## config.mk

```make
export PLATFORM = sky130hd
export DESIGN_NAME = corr_frame_sequencer
export DESIGN_NICKNAME = d
export VERILOG_FILES = /design/src/rtl/corr_frame_sequencer.sv
export SDC_FILE = /design/constraint.sdc
export NUM_CORES = 1
export LEC_CHECK = 0
export ABC_AREA = 1
export CORE_UTILIZATION = 50
export CTS_BUF_LIST = sky130_fd_sc_hd__clkbuf_2 sky130_fd_sc_hd__clkbuf_4 sky130_fd_sc_hd__clkbuf_8
export DETAILED_ROUTE_END_ITERATION = 10
export PLACE_DENSITY_LB_ADDON = 0.15
export SLEW_MARGIN = 30
export SYNTH_ARGS = -nofsm -noshare
export SYNTH_HDL_FRONTEND = slang
export SYNTH_SLANG_ARGS = --single-unit
```

## constraint.sdc

```tcl
create_clock -name clk -period 7.3 [get_ports clk]
set_input_delay 1.095 -clock clk [delete_from_list [all_inputs] [get_ports clk]]
set_output_delay 1.095 -clock clk [all_outputs]
set_load 0.01 [all_outputs]
```

## src/rtl/corr_frame_sequencer.sv

```systemverilog
// Snapshots NUM_CHANNELS correlator accumulators on capture and streams them one word per transmitter completion.
// Optional build macro CORR_FRAME_HEADER_EN prefixes each frame with a running frame-count word.
module corr_frame_sequencer #(
  parameter int RESOLUTION   = 32,
  parameter int NUM_CHANNELS = 4,
  parameter int IDX_W        = 4
) (
  input  logic                               clk,
  input  logic                               rst_n,
  input  logic                               capture,
  input  logic [NUM_CHANNELS*RESOLUTION-1:0] ch_data,
  output logic [RESOLUTION-1:0]              word_data,
  output logic                               word_en,
  input  logic                               word_done,
  output logic                               busy,
  output logic                               frame_done,
  output logic [7:0]                         dropped_cnt
);

  typedef enum logic [1:0] {IDLE, SEND, FINISH} state_t;

  state_t                state;
  state_t                state_nxt;
  logic [RESOLUTION-1:0] snap [NUM_CHANNELS];
  logic [IDX_W-1:0]      index;
  logic [IDX_W-1:0]      index_inc;
  logic                  done_s1;
  logic                  done_s2;
  logic                  done_prev;
  logic                  done_rise;
  logic [RESOLUTION-1:0] first_word;
  logic [RESOLUTION-1:0] next_word;
  logic                  load;
  logic                  advance;
  logic                  last_done;
  logic                  drop;
  logic                  at_last;

`ifdef CORR_FRAME_HEADER_EN
  localparam int HDR = 1;
  logic [RESOLUTION-1:0] frame_cnt;

  always_ff @(posedge clk or negedge rst_n) begin
    if (!rst_n)
      frame_cnt <= '0;
    else if (frame_done)
      frame_cnt <= frame_cnt + 1'b1;
  end

  assign first_word = frame_cnt;
`else
  localparam int HDR = 0;
  assign first_word = ch_data[RESOLUTION-1:0];
`endif

  localparam int               FRAME_LEN = NUM_CHANNELS + HDR;
  localparam logic [IDX_W-1:0] LAST_IDX  = IDX_W'(FRAME_LEN - 1);

  // word_done comes from another timing domain: two-flop sync, then edge detect
  always_ff @(posedge clk or negedge rst_n) begin
    if (!rst_n) begin
      done_s1   <= 1'b0;
      done_s2   <= 1'b0;
      done_prev <= 1'b0;
    end else begin
      done_s1   <= word_done;
      done_s2   <= done_s1;
      done_prev <= done_s2;
    end
  end

  assign done_rise = done_s2 & ~done_prev;

  always_ff @(posedge clk or negedge rst_n) begin
    if (!rst_n)
      state <= IDLE;
    else
      state <= state_nxt;
  end

  always_comb begin
    state_nxt = state;
    case (state)
      IDLE:    if (capture) state_nxt = SEND;
      SEND:    if (done_rise && at_last) state_nxt = FINISH;
      FINISH:  state_nxt = IDLE;
      default: state_nxt = IDLE;
    endcase
  end

  always_comb begin
    at_last   = (index == LAST_IDX);
    load      = (state == IDLE) && capture;
    advance   = (state == SEND) && done_rise && !at_last;
    last_done = (state == SEND) && done_rise && at_last;
    drop      = capture && (state != IDLE);
  end

  assign index_inc = index + 1'b1;

  always_comb begin
    next_word = '0;
    for (int k = 0; k < NUM_CHANNELS; k++) begin
      if (index_inc == IDX_W'(k + HDR))
        next_word = snap[k];
    end
  end

  // Snapshot contents are don't-care after reset, so no reset is needed here
  always_ff @(posedge clk) begin
    if (load) begin
      for (int k = 0; k < NUM_CHANNELS; k++)
        snap[k] <= ch_data[k*RESOLUTION +: RESOLUTION];
    end
  end

  always_ff @(posedge clk or negedge rst_n) begin
    if (!rst_n) begin
      index       <= '0;
      word_data   <= '0;
      word_en     <= 1'b0;
      busy        <= 1'b0;
      frame_done  <= 1'b0;
      dropped_cnt <= '0;
    end else begin
      frame_done <= last_done;
      if (load) begin
        index     <= '0;
        word_data <= first_word;
        word_en   <= 1'b1;
        busy      <= 1'b1;
      end else if (advance) begin
        index     <= index_inc;
        word_data <= next_word;
      end else if (last_done) begin
        word_en <= 1'b0;
      end else if (state == FINISH) begin
        busy  <= 1'b0;
        index <= '0;
      end
      if (drop && (dropped_cnt != 8'hFF))
        dropped_cnt <= dropped_cnt + 8'd1;
    end
  end

endmodule

```

==> impl_metrics.tcl <==
set metrics [dict create \
    status "completed" \
    drt_iter0_drc 485 \
    start_util_pct 51.3 \
    cts.hold.buffers_added 0 \
    clockRootBuffer "clkbuf_8" \
    grt_setup_unrepaired "no" \
    critPathMaxStageDelay_ps 700 \
    fin_crit_ps 3510 \
    gp_congestion 0.771 \
    ctsResizeCount 0 \
    final_hold_viol_count 0 \
    drt_pass1_iterations 5 \
    fmax_ghz 0.285 \
    setup.worst_path.class "in2reg" \
    cts_tree "built" \
    r2r_cells 8 \
    post-route-period-util_pct 48.1 \
    holdPathEnd "done_s2$_DFF_PN0_" \
    r2r_start "state[1]$_DFFE_PN0P_" \
    seqCellArea_um2 5140 \
    final_cell_mix "231 x nand2_1, 173 x clkdlybuf4s50_1, 128 x edfxtp_1, 91 x inv_1, 73 x nor2_1" \
    antenna_cells 0 \
    ys_warn_count 0 \
    path_clk_slew_ps 90 \
    rr_endpoint "word_data[7]$_DFFE_PN0P_" \
    drt-total-wl_um 17300 \
    io_buffer_count 174 \
    cts_buffer_depth 2 \
    wl_per_cell_um 14.7 \
    drtAntennaViolNets 0 \
    clk_latency_ps 460 \
    cp_num_buf_inv 3 \
    core_um2 15300 \
    min_from "done_s1$_DFF_PN0_" \
    synth.distinct_cells 29 \
    grt_max_degree 85 \
    clock-sinks 180 \
    dp_cells 1144 \
    relSlewSlack_pct 39.5 \
    worst_slew_pin_slew_ps 904 \
    dieArea_um2 16200 \
    multi_input_area_um2 2100 \
    skew_ps 9.82 \
    r2r_slack_ps 4380 \
    grt_pass1_vias 5333 \
    cts_made_buffers 17 \
    ys_seq_area_share_pct 65.7 \
    die_h_um 127 \
    die_w_um 127 \
    synth_area_um2 7830 \
    setup_violations 0 \
    endpoint_kind "flop" \
    crit_arrival_ps 3900 \
    vdd_drop_max_uv 244 \
    cp_data_required_time_ps 7690 \
    crit_fanout 84 \
    hold_path.class "reg2reg" \
    critPathSlowestCell "inv_6" \
    min_path_cells 0 \
    hpwl_um 11000 \
    power.density_nw_per_um2 347 \
    drv_slew 0 \
    syn_nets 923 \
    routed-via-count 5707 \
    crit_path_frequent_cell "nand2_1" \
    cts_setup_buffers 0 \
    viasPerCell 4.86 \
    area_growth_pct 30.2 \
    grt_util_all_layers_pct 22.5 \
    grt_pass1_wl_um 27400 \
    setup-tns-final_ps 0 \
    core.rowCount 45 \
    avgSynthCellArea_um2 9.96 \
    p_leak_nw 4.45 \
    ys_seq_elements 180 \
    antenna_found_initial 0 \
    crit_chain "clkdlybuf4s50_1 > nand2_2 > inv_6 > buf_6 > nand2_1 > nand2_1 > nand2_1 > nand2_1" \
    ioPinCount 175 \
    grt_overflow 0 \
    drive_gt1_share_pct 7.26 \
    layout_commonest_cell "nand2_1" \
    instances_no_fill 1175 \
    nNetsFinal 1089 \
    crit_family "buffers and inverters" \
    syn_inst 786 \
    drv_cap 0 \
    route.detailed.drc 0 \
    cts_max_level 4 \
    startpoint_type "primary input" \
    nFillCells 1193 \
]
routing by layer:
layer	track usage [%]	up-vias	part of all wire, %
met4	4.97	0	0.84
met1	30.7	2670	45
met5	0	-	0
met2	36.6	178	48
met3	5.90	10	6.1
li1	-	2849	-
flip-flops by register name, summed over array words and instances (netlist names), 2 cells and up:
signal	count
snap	128
word_data	32
dropped_cnt	8
state	2
index	4
stage by stage:
stage               power (mW)  worst slack, ps  cell area, um^2  utilization (%)  hold WS (ps)
floorplan                 2.32             1600             7830                -           331
global placement          2.76             3040             9690             63.5           339
detailed placement        2.80             2990             9750             63.9           352
CTS                       3.56             3520            10200             66.8           373
global route              3.79             3460            10200             66.8           385
finish                    3.54             3790            10200             66.8           373
power breakdown:
group,internal [mW],total (mW),switching [mW]
clock,0.419,0.761,0.343
sequential,1.33,1.44,0.108
combinational,0.530,1.34,0.806
total,2.28,3.54,1.26
worst reg2reg max path: cells and delay by family (launching register included):
family / cells / cell delay [ps]
AND/OR/NAND/NOR: 6 / 1090
buffers and inverters: 2 / 1350
flip-flops: 1 / 400
final cells by class:
class,instances,area share [%]
Timing Repair Buffer,179,17.7
Clock inverter,11,1.79
Clock buffer,20,2.58
Inverter,116,4.32
Multi-Input combinational cell,458,20.6
Tap cell,211,2.59
Sequential cell,180,50.4
cells by family after synthesis:
logic type	after synthesis	share of synthesized area [%]
and+or+nand+nor	361	18.6
DFF	180	65.7
buffers and inverters	148	7.83
AOI/OAI and AO/OA	83	5.98
xor gates and xnor gates	7	0.783
adders and majority gates	5	0.799
muxes	2	0.288
worst max path at each step:
stage	cells after the start	slack (ps)	from	endpoint
6_report	8	3790	capture	word_data[7]$_DFFE_PN0P_
5_1_grt	8	3460	capture	word_data[2]$_DFFE_PN0P_
4_1_cts	7	3520	capture	word_data[27]$_DFFE_PN0P_
3_5_place_dp	7	2990	capture	word_data[27]$_DFFE_PN0P_
3_3_place_gp	7	3040	capture	word_data[16]$_DFFE_PN0P_
2_1_floorplan	6	1600	capture	word_data[9]$_DFFE_PN0P_
synthesized netlist by cell type:
cell	number	area share, %
nand3_1	37	2.4
buf_1	1	0.048
inv_2	24	1.2
clkbuf_1	7	0.34
or2_0	2	0.16
ha_1	5	0.80
nor2_2	1	0.080
inv_1	91	4.4
buf_6	4	0.58
o22ai_1	2	0.16
buf_2	19	1.2
mux2_2	2	0.29
nand4_1	5	0.40
nand2_1	232	11
nand2_2	2	0.16
o21ai_0	31	2.0
o21bai_1	8	0.77
nor2_1	74	3.5
edfxtp_1	128	49
dfrtp_1	52	17
buf_4	1	0.096
nor3_1	3	0.19
a22o_1	8	0.89
clkinv_1	1	0.048
xor2_1	5	0.56
nand3b_1	1	0.096
xnor2_1	2	0.22
o21ai_1	34	2.2
nand3_2	4	0.51
Power figures use the tool's default switching activity.
